**src/rtl/conversor_bin_bcd_if.sv**
```systemverilog
// -----------------------------------------------------------------------------
// conversor_bin_bcd_if
// Bundles the signals between the calculator datapath and the binary-to-BCD
// converter.
//   master : calculator / display side (drives START, IN, COUT_IN;
//            reads BCD, NDIG, OVF, BUSY, DONE)
//   slave  : the converter itself
// Signals:
//   START   level request; a conversion launches on its 0->1 transition
//   IN      unsigned binary value to convert
//   COUT_IN calculator carry, captured together with IN
//   BCD     packed BCD result, digit 0 (units) in BCD[3:0]
//   NDIG    number of significant digits, 1..N_DIG
//   OVF     registered copy of COUT_IN for the displayed result
//   BUSY    high while a conversion is in progress
//   DONE    one-cycle pulse when BCD/NDIG/OVF were just updated
// -----------------------------------------------------------------------------
interface conversor_bin_bcd_if #(
  parameter int N_BITS = 40,
  parameter int N_DIG  = 13
);
  logic                 START;
  logic [N_BITS-1:0]    IN;
  logic                 COUT_IN;
  logic [4*N_DIG-1:0]   BCD;
  logic [3:0]           NDIG;
  logic                 OVF;
  logic                 BUSY;
  logic                 DONE;

  modport master (
    output START, IN, COUT_IN,
    input  BCD, NDIG, OVF, BUSY, DONE
  );

  modport slave (
    input  START, IN, COUT_IN,
    output BCD, NDIG, OVF, BUSY, DONE
  );
endinterface

```
**src/rtl/conversor_bin_bcd.sv**
```systemverilog
// -----------------------------------------------------------------------------
// conversor_bin_bcd
// Sequential binary-to-BCD converter using shift-add-3 (double dabble), one
// input bit per clock. A conversion launches on a 0->1 edge of START while
// idle, runs N_BITS shift iterations, then publishes BCD, NDIG and OVF in a
// single FIN cycle together with a one-cycle DONE pulse.
// Ports:
//   CLK  single clock, rising edge
//   RST  synchronous, active-high reset
//   bus  conversor_bin_bcd_if.slave (START, IN, COUT_IN in;
//        BCD, NDIG, OVF, BUSY, DONE out)
// -----------------------------------------------------------------------------
module conversor_bin_bcd #(
  parameter int N_BITS = 40,
  parameter int N_DIG  = 13
) (
  input  logic                 CLK,
  input  logic                 RST,
  conversor_bin_bcd_if.slave   bus
);

  localparam int CNT_W = $clog2(N_BITS);
  localparam int ACC_W = 4 * N_DIG;

  typedef enum logic [1:0] {
    IDLE  = 2'd0,
    SHIFT = 2'd1,
    FIN   = 2'd2
  } state_t;

  state_t                 state_q;
  logic                   start_q;
  logic [N_BITS-1:0]      shreg_q;
  logic [ACC_W-1:0]       acc_q;
  logic [CNT_W-1:0]       cnt_q;
  logic                   ovf_cap_q;
  logic [ACC_W-1:0]       bcd_q;
  logic [3:0]             ndig_q;
  logic                   ovf_q;
  logic                   busy_q;
  logic                   done_q;

  logic [ACC_W-1:0]        acc_adj;
  logic [ACC_W+N_BITS-1:0] shift_d;
  logic [3:0]              ndig_d;
  logic                    launch;

  // Launch only on a fresh rising edge of START while idle.
  assign launch = bus.START & ~start_q & (state_q == IDLE);

  // Add-3 correction on every digit that would exceed 9 after doubling.
  for (genvar gi = 0; gi < N_DIG; gi++) begin : g_adj
    assign acc_adj[4*gi +: 4] = (acc_q[4*gi +: 4] >= 4'd5) ?
                                (acc_q[4*gi +: 4] + 4'd3) : acc_q[4*gi +: 4];
  end

  // Shift the corrected accumulator and the binary register as one word so
  // the MSB of the binary value enters the units digit.
  assign shift_d = {acc_adj, shreg_q} << 1;

  // Highest nonzero digit decides the significant-digit count (minimum 1).
  always_comb begin
    ndig_d = 4'd1;
    for (int i = 0; i < N_DIG; i++) begin
      if (acc_q[4*i +: 4] != 4'd0) ndig_d = 4'(i + 1);
    end
  end

  always_ff @(posedge CLK) begin
    if (RST) begin
      state_q   <= IDLE;
      start_q   <= 1'b1;   // a START still high when RST drops must not launch
      shreg_q   <= '0;
      acc_q     <= '0;
      cnt_q     <= '0;
      ovf_cap_q <= 1'b0;
      bcd_q     <= '0;
      ndig_q    <= 4'd1;
      ovf_q     <= 1'b0;
      busy_q    <= 1'b0;
      done_q    <= 1'b0;
    end else begin
      start_q <= bus.START;
      done_q  <= 1'b0;
      case (state_q)
        IDLE: begin
          if (launch) begin
            shreg_q   <= bus.IN;
            ovf_cap_q <= bus.COUT_IN;
            acc_q     <= '0;
            cnt_q     <= '0;
            busy_q    <= 1'b1;
            state_q   <= SHIFT;
          end
        end
        SHIFT: begin
          acc_q   <= shift_d[ACC_W+N_BITS-1 -: ACC_W];
          shreg_q <= shift_d[N_BITS-1:0];
          cnt_q   <= cnt_q + 1'b1;
          if (cnt_q == CNT_W'(N_BITS - 1)) state_q <= FIN;
        end
        FIN: begin
          bcd_q   <= acc_q;
          ovf_q   <= ovf_cap_q;
          ndig_q  <= ndig_d;
          done_q  <= 1'b1;
          busy_q  <= 1'b0;
          state_q <= IDLE;
        end
        default: state_q <= IDLE;
      endcase
    end
  end

  assign bus.BCD  = bcd_q;
  assign bus.NDIG = ndig_q;
  assign bus.OVF  = ovf_q;
  assign bus.BUSY = busy_q;
  assign bus.DONE = done_q;

endmodule

```
**src/flat_wrapper.sv**
```systemverilog
// flat-port wrapper written by rule: the top's interface ports become plain ports
module conversor_bin_bcd_flat 
#(
  parameter int N_BITS = 40,
  parameter int N_DIG  = 13
)
  (CLK, RST, bus_START, bus_IN, bus_COUT_IN, bus_BCD, bus_NDIG, bus_OVF, bus_BUSY, bus_DONE);
  conversor_bin_bcd_if #(.N_BITS(N_BITS), .N_DIG(N_DIG)) bus_i ();
  input  logic CLK;
  input  logic RST;
  input wire logic [$bits(bus_i.START)-1:0] bus_START;
  input wire logic [$bits(bus_i.IN)-1:0] bus_IN;
  input wire logic [$bits(bus_i.COUT_IN)-1:0] bus_COUT_IN;
  output wire logic [$bits(bus_i.BCD)-1:0] bus_BCD;
  output wire logic [$bits(bus_i.NDIG)-1:0] bus_NDIG;
  output wire logic [$bits(bus_i.OVF)-1:0] bus_OVF;
  output wire logic [$bits(bus_i.BUSY)-1:0] bus_BUSY;
  output wire logic [$bits(bus_i.DONE)-1:0] bus_DONE;
  assign bus_i.START = bus_START;
  assign bus_i.IN = bus_IN;
  assign bus_i.COUT_IN = bus_COUT_IN;
  assign bus_BCD = bus_i.BCD;
  assign bus_NDIG = bus_i.NDIG;
  assign bus_OVF = bus_i.OVF;
  assign bus_BUSY = bus_i.BUSY;
  assign bus_DONE = bus_i.DONE;
  conversor_bin_bcd #(.N_BITS(N_BITS), .N_DIG(N_DIG)) u_core (.CLK(CLK), .RST(RST), .bus(bus_i));
endmodule
```
**config.mk**
```make
export PLATFORM = sky130hd
export DESIGN_NAME = conversor_bin_bcd_flat
export DESIGN_NICKNAME = d
export VERILOG_FILES = /design/src/rtl/conversor_bin_bcd_if.sv /design/src/rtl/conversor_bin_bcd.sv /design/src/flat_wrapper.sv
export SDC_FILE = /design/constraint.sdc
export NUM_CORES = 1
export LEC_CHECK = 0
export CAP_MARGIN = 25
export CORE_ASPECT_RATIO = 0.8
export CORE_UTILIZATION = 50
export CTS_BUF_LIST = sky130_fd_sc_hd__clkbuf_16
export DETAILED_ROUTE_END_ITERATION = 6
export DONT_BUFFER_PORTS = 1
export GPL_ROUTABILITY_DRIVEN = 0
export MAX_ROUTING_LAYER = met4
export PLACE_DENSITY = 0.68
export RECOVER_POWER = 50
export REMOVE_ABC_BUFFERS = 1
export SLEW_MARGIN = 20
export SYNTH_ARGS = -nofsm -noshare
export SYNTH_HDL_FRONTEND = slang
export SYNTH_SLANG_ARGS = --single-unit
export TNS_END_PERCENT = 1
```
**constraint.sdc**
```tcl
create_clock -name CLK -period 2 [get_ports CLK]
set_input_delay 0.3 -clock CLK [delete_from_list [all_inputs] [get_ports CLK]]
set_output_delay 0.3 -clock CLK [all_outputs]
set_load 0.1 [all_outputs]
```
* Word-level counts from Yosys, hierarchy flattened *
Index checks and enable logic that the tools add are counted.

operators by class
  eq/ne operators = 5
  bitwise logic cells = 3
  multiplexer cells = 37
  add/subtract/negate cells = 14
  $lt $le $gt $ge = 13
  reduce and logical (&&, ||, !) cells = 19

operators by type and width
  kind                                                                                  number
  52-bit one-hot mux with 2 select lines                                                1
  4-bit two-way mux                                                                     23
  40-bit one-hot mux with 2 select lines                                                1
  4-bit by 3-bit greater-or-equal comparator with 1-bit output (second input constant)  13
  52-bit two-way mux                                                                    1
  4-bit by 2-bit adder with 4-bit output (second input constant)                        12
  4-bit nonzero test                                                                    12
  40-bit two-way mux                                                                    1
  6-bit one-hot mux with 2 select lines                                                 1
  2-bit AND reduction                                                                   4
  6-bit by 1-bit adder with 6-bit output (second input constant)                        1
  6-bit equality test (second input constant)                                           1
  2-bit two-way mux                                                                     3
  6-bit two-way mux                                                                     1
  2-bit by 1-bit != test with 1-bit output (second input constant)                      2
  2-bit one-hot mux with 2 select lines                                                 1
  2-bit nonzero test                                                                    2
  3-bit by 2-bit adder with 3-bit output (second input constant)                        1
  3-bit two-way mux                                                                     1
  1-bit AND                                                                             2
  2-bit by 1-bit equality test with 1-bit output (second input constant)                1
  2-bit equality test (second input constant)                                           1
  2-bit zero test                                                                       1
  1-bit two-way mux                                                                     2
  2 further kinds                                                                       2

storage, ports and cells
  bits in registers = 161
  input bits = 44
  output and inout port bits = 59

* Logic depth before layout (Yosys ltp) *
Gate-level depths: netlist of run 1.

  depth in word-level cells = 13
  gate-level depth with buffers = 7

* Worst setup path after synthesis of run 1 *
Ideal clock, no wire load.

  path kind = register to register
  start point = register u_core.acc_q[20]
  end point = register u_core.ndig_q[1] (netlist: u_core.bus.NDIG[1])
  setup time = 0.132 ns
  path buffers = 0
  cell stages (with the launch flop) = 8
  data required time = 1.868 ns
  path slack = 0.154 ns
  arrival = 1.714 ns
  period minus slack after synthesis = 1.846 ns
  cell sequence = dfxtp_1 -> inv_1 -> ha_1 -> or3b_2 -> nor4b_1 -> a21oi_1 -> o21ai_0 -> a21oi_1

on the way
  word-level cells in the longest chain between the ends = 9

RTL lines
  element                          RTL line                  source
  start, declared                  conversor_bin_bcd.sv:34   logic [ACC_W-1:0] acc_q;
  start signal, assigned           conversor_bin_bcd.sv:97   acc_q <= shift_d[ACC_W+N_BITS-1 -: ACC_W];
  4-bit nonzero test               conversor_bin_bcd.sv:65   if (acc_q[4*i +: 4] != 4'd0) ndig_d = 4'(i + 1);
  4-bit two-way mux (8 in series)  conversor_bin_bcd.sv:65
  end signal, assigned             conversor_bin_bcd.sv:105  ndig_q <= ndig_d;
  end, declared                    conversor_bin_bcd.sv:38   logic [3:0] ndig_q;

Every way passes these cells.
A chain may end at the register's enable or synchronous reset.

* Final worst setup path of run 1 *
Same ends and word-level chain as after synthesis.

==> metrics.yaml, run 1 <==
status:
  status: "complete, no violations"
final_layout:
  fin_cells: 1039
  area_delta_synth_final_pct: 20.6
  finalNetCount: 922
  postLayoutCoreUtil_pct: 62.4
  antenna_cells: 0
  final_layout_size_suffix_gt1_share_pct: 14.2
critical_path:
  max_stage_delay_ns: 0.50
  cp-start-kind: "flip-flop"
  cpLargestDelayFamily: "simple AND/OR/NAND/NOR gates"
  critPathArrivalTime_ns: 2.22
  path_max_fanout: 4
  cp_slowest_cell: "or3b_2"
  cp.buffers_inverters: 1
  cp.depth: 7
  reg2reg_depth: 7
  path_class: "flip-flop to flip-flop"
  required_ns: 2.30
  end_kind: "flip-flop"
  crit_chain: "inv_1 > ha_1 > or3b_2 > nor4b_2 > a21oi_1 > o21ai_0 > a21oi_1"
  cpMostUsedCell: "a21oi_1"
placement:
  numPortBuffers: 0
  dp_hpwl_um: 10600
  dp_cells: 987
die:
  initial_core_util_pct: 51.8
  core_mm2: 0.0130
  dieArea_mm2: 0.0139
  io_pins: 103
  die_h_um: 106
  rows: 37
  fp.dieW_um: 132
route:
  avgRoutedWirePerCell_um: 15.5
  drc: 0
  num_vias: 5833
  totalWireLength_um: 16100
  via_per_inst: 5.61
  firstDrtPassIters: 5
  ant_nets: 0
  drt_iter0_drc: 479
clocking:
  clock_path_buffers: 2
  cts_sinks: 161
  postCtsSetupBuffers: 0
  path_clk_slew_ns: 0.06
  cts_tree: "built"
  insertion_delay_ns: 0.43
  cts_buffers: 17
  clock-root-buffer: "clkbuf_16"
  htreeDepth: 4
timing:
  skew_ns: 0.00948
  slew_viol_final: 0
  fmax_ghz: 0.519
  whs_ns: 0.00241
  rsz0062_at_grt: "yes"
  fin_crit_sh_pct: 96.3
  worst_pin_slew_ns: 0.854
  max_slew_margin_pct: 42.7
  finalSetupViolCount: 0
  hold_viol_final: 0
  period_needed_ns: 1.93
global_routing:
  grt_max_degree: 112
  grt_pass1_wl_um: 26100
  grt_antenna_before_repair: 0
  gr-total-overflow: 0
  grt_pass1_vias: 5496
  grt_usage_pct: 23.9
logic_synthesis:
  synth_cell_type_count: 39
  syn_avg_cell_area_um2: 8.58
  synthTopCellsByArea: "dfxtp_1, nand2_1, a21oi_1"
  ys_ff_latch: 161
  yosysWarnings: 0
  yosysTopAreaCell: "dfxtp_1"
  mappedNetlistArea_mm2: 0.00674
  ys_seq_area_share_pct: 47.9
  netlist_instances: 785
  yosysTopAreaCellShare_pct: 47.9
min_path:
  hold_path_class: "primary input to flip-flop"
  min_path_cells: 2
power:
  internal-power_mw: 5.63
  pwr-share-seq_pct: 46.2
  power.switching_mw: 1.44
  switching_share_pct: 20.3
  p_leak_nw: 2.98
  vdd_ir_drop_max_mv: 0.687
  p_per_area_mw_per_mm2: 870
  combPwrFrac_pct: 3.5
  power_frac_clock_pct: 50.4
job:
  cap_violations: 0
-- sequential cells by signal, indices dropped and copies added, names as in the netlist --
signal / cells
u_core.acc_q: 52
u_core.bus.BCD: 52
u_core.shreg_q: 40
u_core.cnt_q: 6
u_core.bus.NDIG: 4
u_core.state_q: 2
u_core.bus.BUSY: 1
u_core.bus.DONE: 1
u_core.bus.OVF: 1
u_core.ovf_cap_q: 1
u_core.start_q: 1
-- metrics by stage --
stage               setup WS [ns]  total power [mW]  cell area (um2)  TNS, ns
floorplan                   -1.59              3.46             6540  -168.24
global placement           0.0862              3.53             7380        0
detailed placement         0.0357              3.54             7380        0
CTS                        0.0139              7.08             8210        0
global route              -0.0293              7.31             8120  -0.0437
finish                     0.0733              7.07             8120        0
-- placed cells by master (no fill, tap or decap), types with 3 or more instances in the layout --
cell           netlist  routed
a22oi_1             39      39
o31ai_1             13      13
o211ai_1             9       9
nand2b_1            16      15
clkbuf_16            0      17
bufinv_16            0       6
nand3_1              4       4
a32o_1              13      13
xnor2_1             13      13
o22ai_1             24      24
nor3b_1             10       8
dlygate4sd3_1        0      19
or3b_2               4       4
nand4_1              3       3
o311ai_0             7       7
o21ai_0             23      23
dfxtp_1            161     160
nand2_1            167     167
a21oi_1            120     120
clkbuf_2             0      60
clkinv_2             0       4
a22o_1              14      14
buf_4                0      13
nor2_1              23      21
ha_1                27      26
inv_1               26      28
-- power by group through the flow --
stage	clock network (mW)	registers, mW	logic [mW]
detailed placement	0	3.33	0.202
finish	3.56	3.26	0.245
global route	3.78	3.27	0.268
floorplan	0	3.34	0.124
global placement	0	3.33	0.194
CTS	3.61	3.26	0.208
-- synth_stat cells, drive strengths merged --
master / number
a21oi: 120
or4b: 1
o211ai: 9
a22o: 14
o32ai: 1
or3b: 4
o2111ai: 1
nand3: 4
nand2b: 16
o311ai: 7
a311oi: 1
dfxtp: 161
nor3b: 10
a311o: 1
a32o: 13
nand2: 167
o22ai: 24
a22oi: 39
nor2: 23
a211oi: 2
o21ai: 23
and3: 2
or2: 2
clkbuf: 35
nor2b: 2
o32a: 1
or3: 1
xor2: 1
ha: 27
nor4b: 2
nand4: 3
xnor2: 13
nand3b: 1
o31ai: 13
buf: 14
nor3: 1
inv: 26
-- cell type report --
| type | count | area, um2 |
|---|---|---|
| clock buffers | 17 | 425 |
| clock inverters | 15 | 223 |
| fillers | 1121 | 4890 |
| inverters | 26 | 97.6 |
| multi-input cells | 549 | 3270 |
| flip-flops and latches | 161 | 3220 |
| well taps | 175 | 219 |
| repair buffers | 96 | 667 |
-- cells by family after synthesis --
kind of cell / Yosys count / synth area share, %
fa+ha+maj: 27 / 5.02
compound gates: 269 / 25.2
flops: 161 / 47.9
buf+inv: 75 / 4.33
simple gates: 239 / 15.8
xor+xnor: 14 / 1.82
-- routing by layer --
layer  GRT usage [%]  share of wire [%]  wire length (um)
met1            29.3                 45              7300
met2            37.9                 47              7630
met3            6.69                5.5               883
met4            7.89                1.8               283
met5               -                  0                 0
-- final timing paths --
path                startpoint                 end  slack (ns)
min                  bus_IN[0]   u_core.shreg_q[0]       0.002
max reg2reg   u_core.acc_q[20]  u_core.bus.NDIG[1]        0.07
min reg2reg  u_core.shreg_q[6]   u_core.shreg_q[6]        0.45
max           u_core.acc_q[20]  u_core.bus.NDIG[1]        0.07
-- what timing repair did --
action / in CTS / in global routing
endpoints found under the setup margin: 0 / 10
endpoints found under the hold margin: 106 / 88
hold buffers: 18 / 2
gates resized for setup: 0 / 8
(Power assumes the default switching activity.)
==> run 2: changes to the inputs <==
--- a/config.mk
+++ b/config.mk
@@ -7,15 +7,15 @@
 export LEC_CHECK = 0
 export CAP_MARGIN = 25
 export CORE_ASPECT_RATIO = 0.8
-export CORE_UTILIZATION = 50
+export CORE_UTILIZATION = 40
 export CTS_BUF_LIST = sky130_fd_sc_hd__clkbuf_16
 export DETAILED_ROUTE_END_ITERATION = 6
 export DONT_BUFFER_PORTS = 1
 export GPL_ROUTABILITY_DRIVEN = 0
 export MAX_ROUTING_LAYER = met4
-export PLACE_DENSITY = 0.68
 export RECOVER_POWER = 50
 export REMOVE_ABC_BUFFERS = 1
+export SKIP_LAST_GASP = 1
 export SLEW_MARGIN = 20
 export SYNTH_ARGS = -nofsm -noshare
 export SYNTH_HDL_FRONTEND = slang
==> metrics.yaml, run 2 (synthesized netlist as in run 1, its figures left out) <==
final_layout:
  multi_input_area_mm2: 0.00327  # +0.27%
  final_common_cell: "nand2_1"
  design_area_mm2: 0.00826  # +1.7%
  antenna_cells: 0  # unchanged
  fin_cells: 1084  # +4.3%
  finalNetCount: 922  # unchanged
  final_layout_size_suffix_gt1_share_pct: 14.2  # unchanged
  regArea_mm2: 0.00322  # about the same
  nFillCells: 1589  # +42%
  area_delta_synth_final_pct: 22.7
  layout_common_cells: "nand2_1, dfxtp_1, a21oi_1"
route:
  firstDrtPassIters: 5  # unchanged
  totalWireLength_um: 16300  # +1.2%
  ant_nets: 0  # unchanged
  drt_iter0_drc: 360  # -25%
  avgRoutedWirePerCell_um: 15.0  # -3.0%
  drc: 0  # unchanged
  via_per_inst: 5.36  # -4.6%
  num_vias: 5807  # -0.45%
critical_path:
  cpLargestDelayFamily: "simple AND/OR/NAND/NOR gates"
  path_max_fanout: 6  # +2
  required_ns: 2.31  # about the same
  crit_chain: "or4b_2 > nand2_1 > a21oi_1 > dlygate4sd3_1"
  cp.buffers_inverters: 1  # unchanged
  reg2reg_depth: 4  # -3
  critPathArrivalTime_ns: 2.29  # +0.07 ns
  cp.depth: 4  # -3
  cp-start-kind: "flip-flop"
  end_kind: "flip-flop"
  max_stage_delay_ns: 0.77  # +0.27 ns
  cp_slowest_cell: "or4b_2"
  path_class: "flip-flop to flip-flop"
timing:
  slew_viol_final: 0  # unchanged
  whs_ns: 0.0193  # +0.0169 ns
  worst_pin_slew_ns: 0.453  # -0.402 ns
  skew_ns: 0.00648  # -0.00299 ns
  rsz0062_at_grt: "yes"
  setup_ws_ns: 0.0234  # -0.0500 ns
  fmax_ghz: 0.506  # -2.5%
  fin_crit_sh_pct: 98.8  # +2.5 points
  finalSetupViolCount: 0  # unchanged
  hold_viol_final: 0  # unchanged
  period_needed_ns: 1.98  # +0.0500 ns
  max_slew_margin_pct: 69.4  # +27 points
power:
  p_leak_nw: 3.00  # +0.48%
  pwr-share-seq_pct: 50.2  # +4.0 points
  power.switching_mw: 1.48  # +3.1%
  finalPower_mw: 6.50  # -8.0%
  p_per_area_mw_per_mm2: 787  # -9.6%
  combPwrFrac_pct: 3.8  # +0.3 points
  switching_share_pct: 22.8  # +2.5 points
  power_frac_clock_pct: 46.0  # -4.4 points
  internal-power_mw: 5.02  # -11%
  vdd_ir_drop_max_mv: 0.451  # -34%
placement:
  place_area_mm2: 0.00746  # +1.0%
  dp_hpwl_um: 10500  # -0.77%
  numPortBuffers: 0  # unchanged
  place_ws_ns: 0.0412  # +0.00546 ns
  dp_cells: 1031  # +4.5%
min_path:
  min_path_cells: 2  # unchanged
  hold_path_class: "primary input to flip-flop"
clocking:
  cts_tree: "built"
  clock-root-buffer: "clkbuf_16"
  cts_sinks: 161  # unchanged
  insertion_delay_ns: 0.42  # about the same
  cts_buffers: 17  # unchanged
  path_clk_slew_ns: 0.06  # about the same
  htreeDepth: 4  # unchanged
  clock_path_buffers: 2  # unchanged
global_routing:
  grt_pass1_vias: 5632  # +2.5%
  gr-total-overflow: 0  # unchanged
  grt_usage_pct: 19.9  # -3.9 points
  grt_max_degree: 89  # -21%
  grt_pass1_wl_um: 27000  # +3.4%
  grt_antenna_before_repair: 0  # unchanged
status:
  status: "complete, no violations"
die:
  dieArea_mm2: 0.0174  # +25%
  fp.dieW_um: 147  # +12%
  die_h_um: 118  # +12%
  core_mm2: 0.0165  # +27%
  rows: 42  # +14%
  initial_core_util_pct: 40.8  # -11 points
  io_pins: 103  # unchanged
job:
  cap_violations: 0  # unchanged
run 2: routing by layer:
metal / share of wire (%) / track usage [%] / vias up
li1: - / - / 2923
met1: 46 / 24.2 / 2751
met2: 48 / 31.8 / 116
met3: 4.8 / 5.97 / 17
met4: 1.3 / 6.25 / 0
met5: 0 / - / -
run 2: final timing paths:
path                      startpoint            endpoint  slack (ns)
setup reg to reg   u_core.state_q[0]    u_core.ovf_cap_q        0.02
hold reg to reg   u_core.shreg_q[20]  u_core.shreg_q[20]        0.46
hold / removal             bus_IN[0]   u_core.shreg_q[0]        0.02
setup / recovery   u_core.state_q[0]    u_core.ovf_cap_q        0.02
run 2: what timing repair did:
item	in CTS	in global routing
setup buffers	0	1
endpoints found under the hold margin	106	0
gates resized for setup	0	6
hold buffers	20	0
setup endpoints to repair	0	18
run 2: power groups by stage:
| stage | clock network (mW) | logic (mW) | registers (mW) |
|---|---|---|---|
| 3_3_place_gp | 0 | 0.200 | 3.33 |
| 6_report | 2.99 | 0.245 | 3.26 |
| 5_1_grt | 3.22 | 0.271 | 3.27 |
| 2_1_floorplan | 0 | 0.124 | 3.34 |
| 3_5_place_dp | 0 | 0.206 | 3.33 |
| 4_1_cts | 3.07 | 0.246 | 3.26 |
run 2: cell type report:
cell class | count | share of cell area, %
Inverter | 26 | 1.18
Tap cell | 220 | 3.33
Clock inverter | 15 | 1.45
Timing Repair Buffer | 96 | 10.2
Sequential cell | 161 | 39.0
Clock buffer | 17 | 5.15
Multi-Input combinational cell | 549 | 39.6
run 2: through the flow:
stage / util, % / TNS (ns)
global route: 50.1 / -0.499
global placement: 45.2 / 0
detailed placement: 45.2 / 0
finish: 50.1 / 0
CTS: 49.8 / 0
floorplan: - / -168.24
==> run 3: changes to the inputs <==
--- a/config.mk
+++ b/config.mk
@@ -12,6 +12,7 @@
 export DETAILED_ROUTE_END_ITERATION = 6
 export DONT_BUFFER_PORTS = 1
 export GPL_ROUTABILITY_DRIVEN = 0
+export GPL_TIMING_DRIVEN = 1
 export MAX_ROUTING_LAYER = met4
 export RECOVER_POWER = 50
 export REMOVE_ABC_BUFFERS = 1
==> results of run 3 <==
Final layout, timing and power as in run 2 (identical DEF).
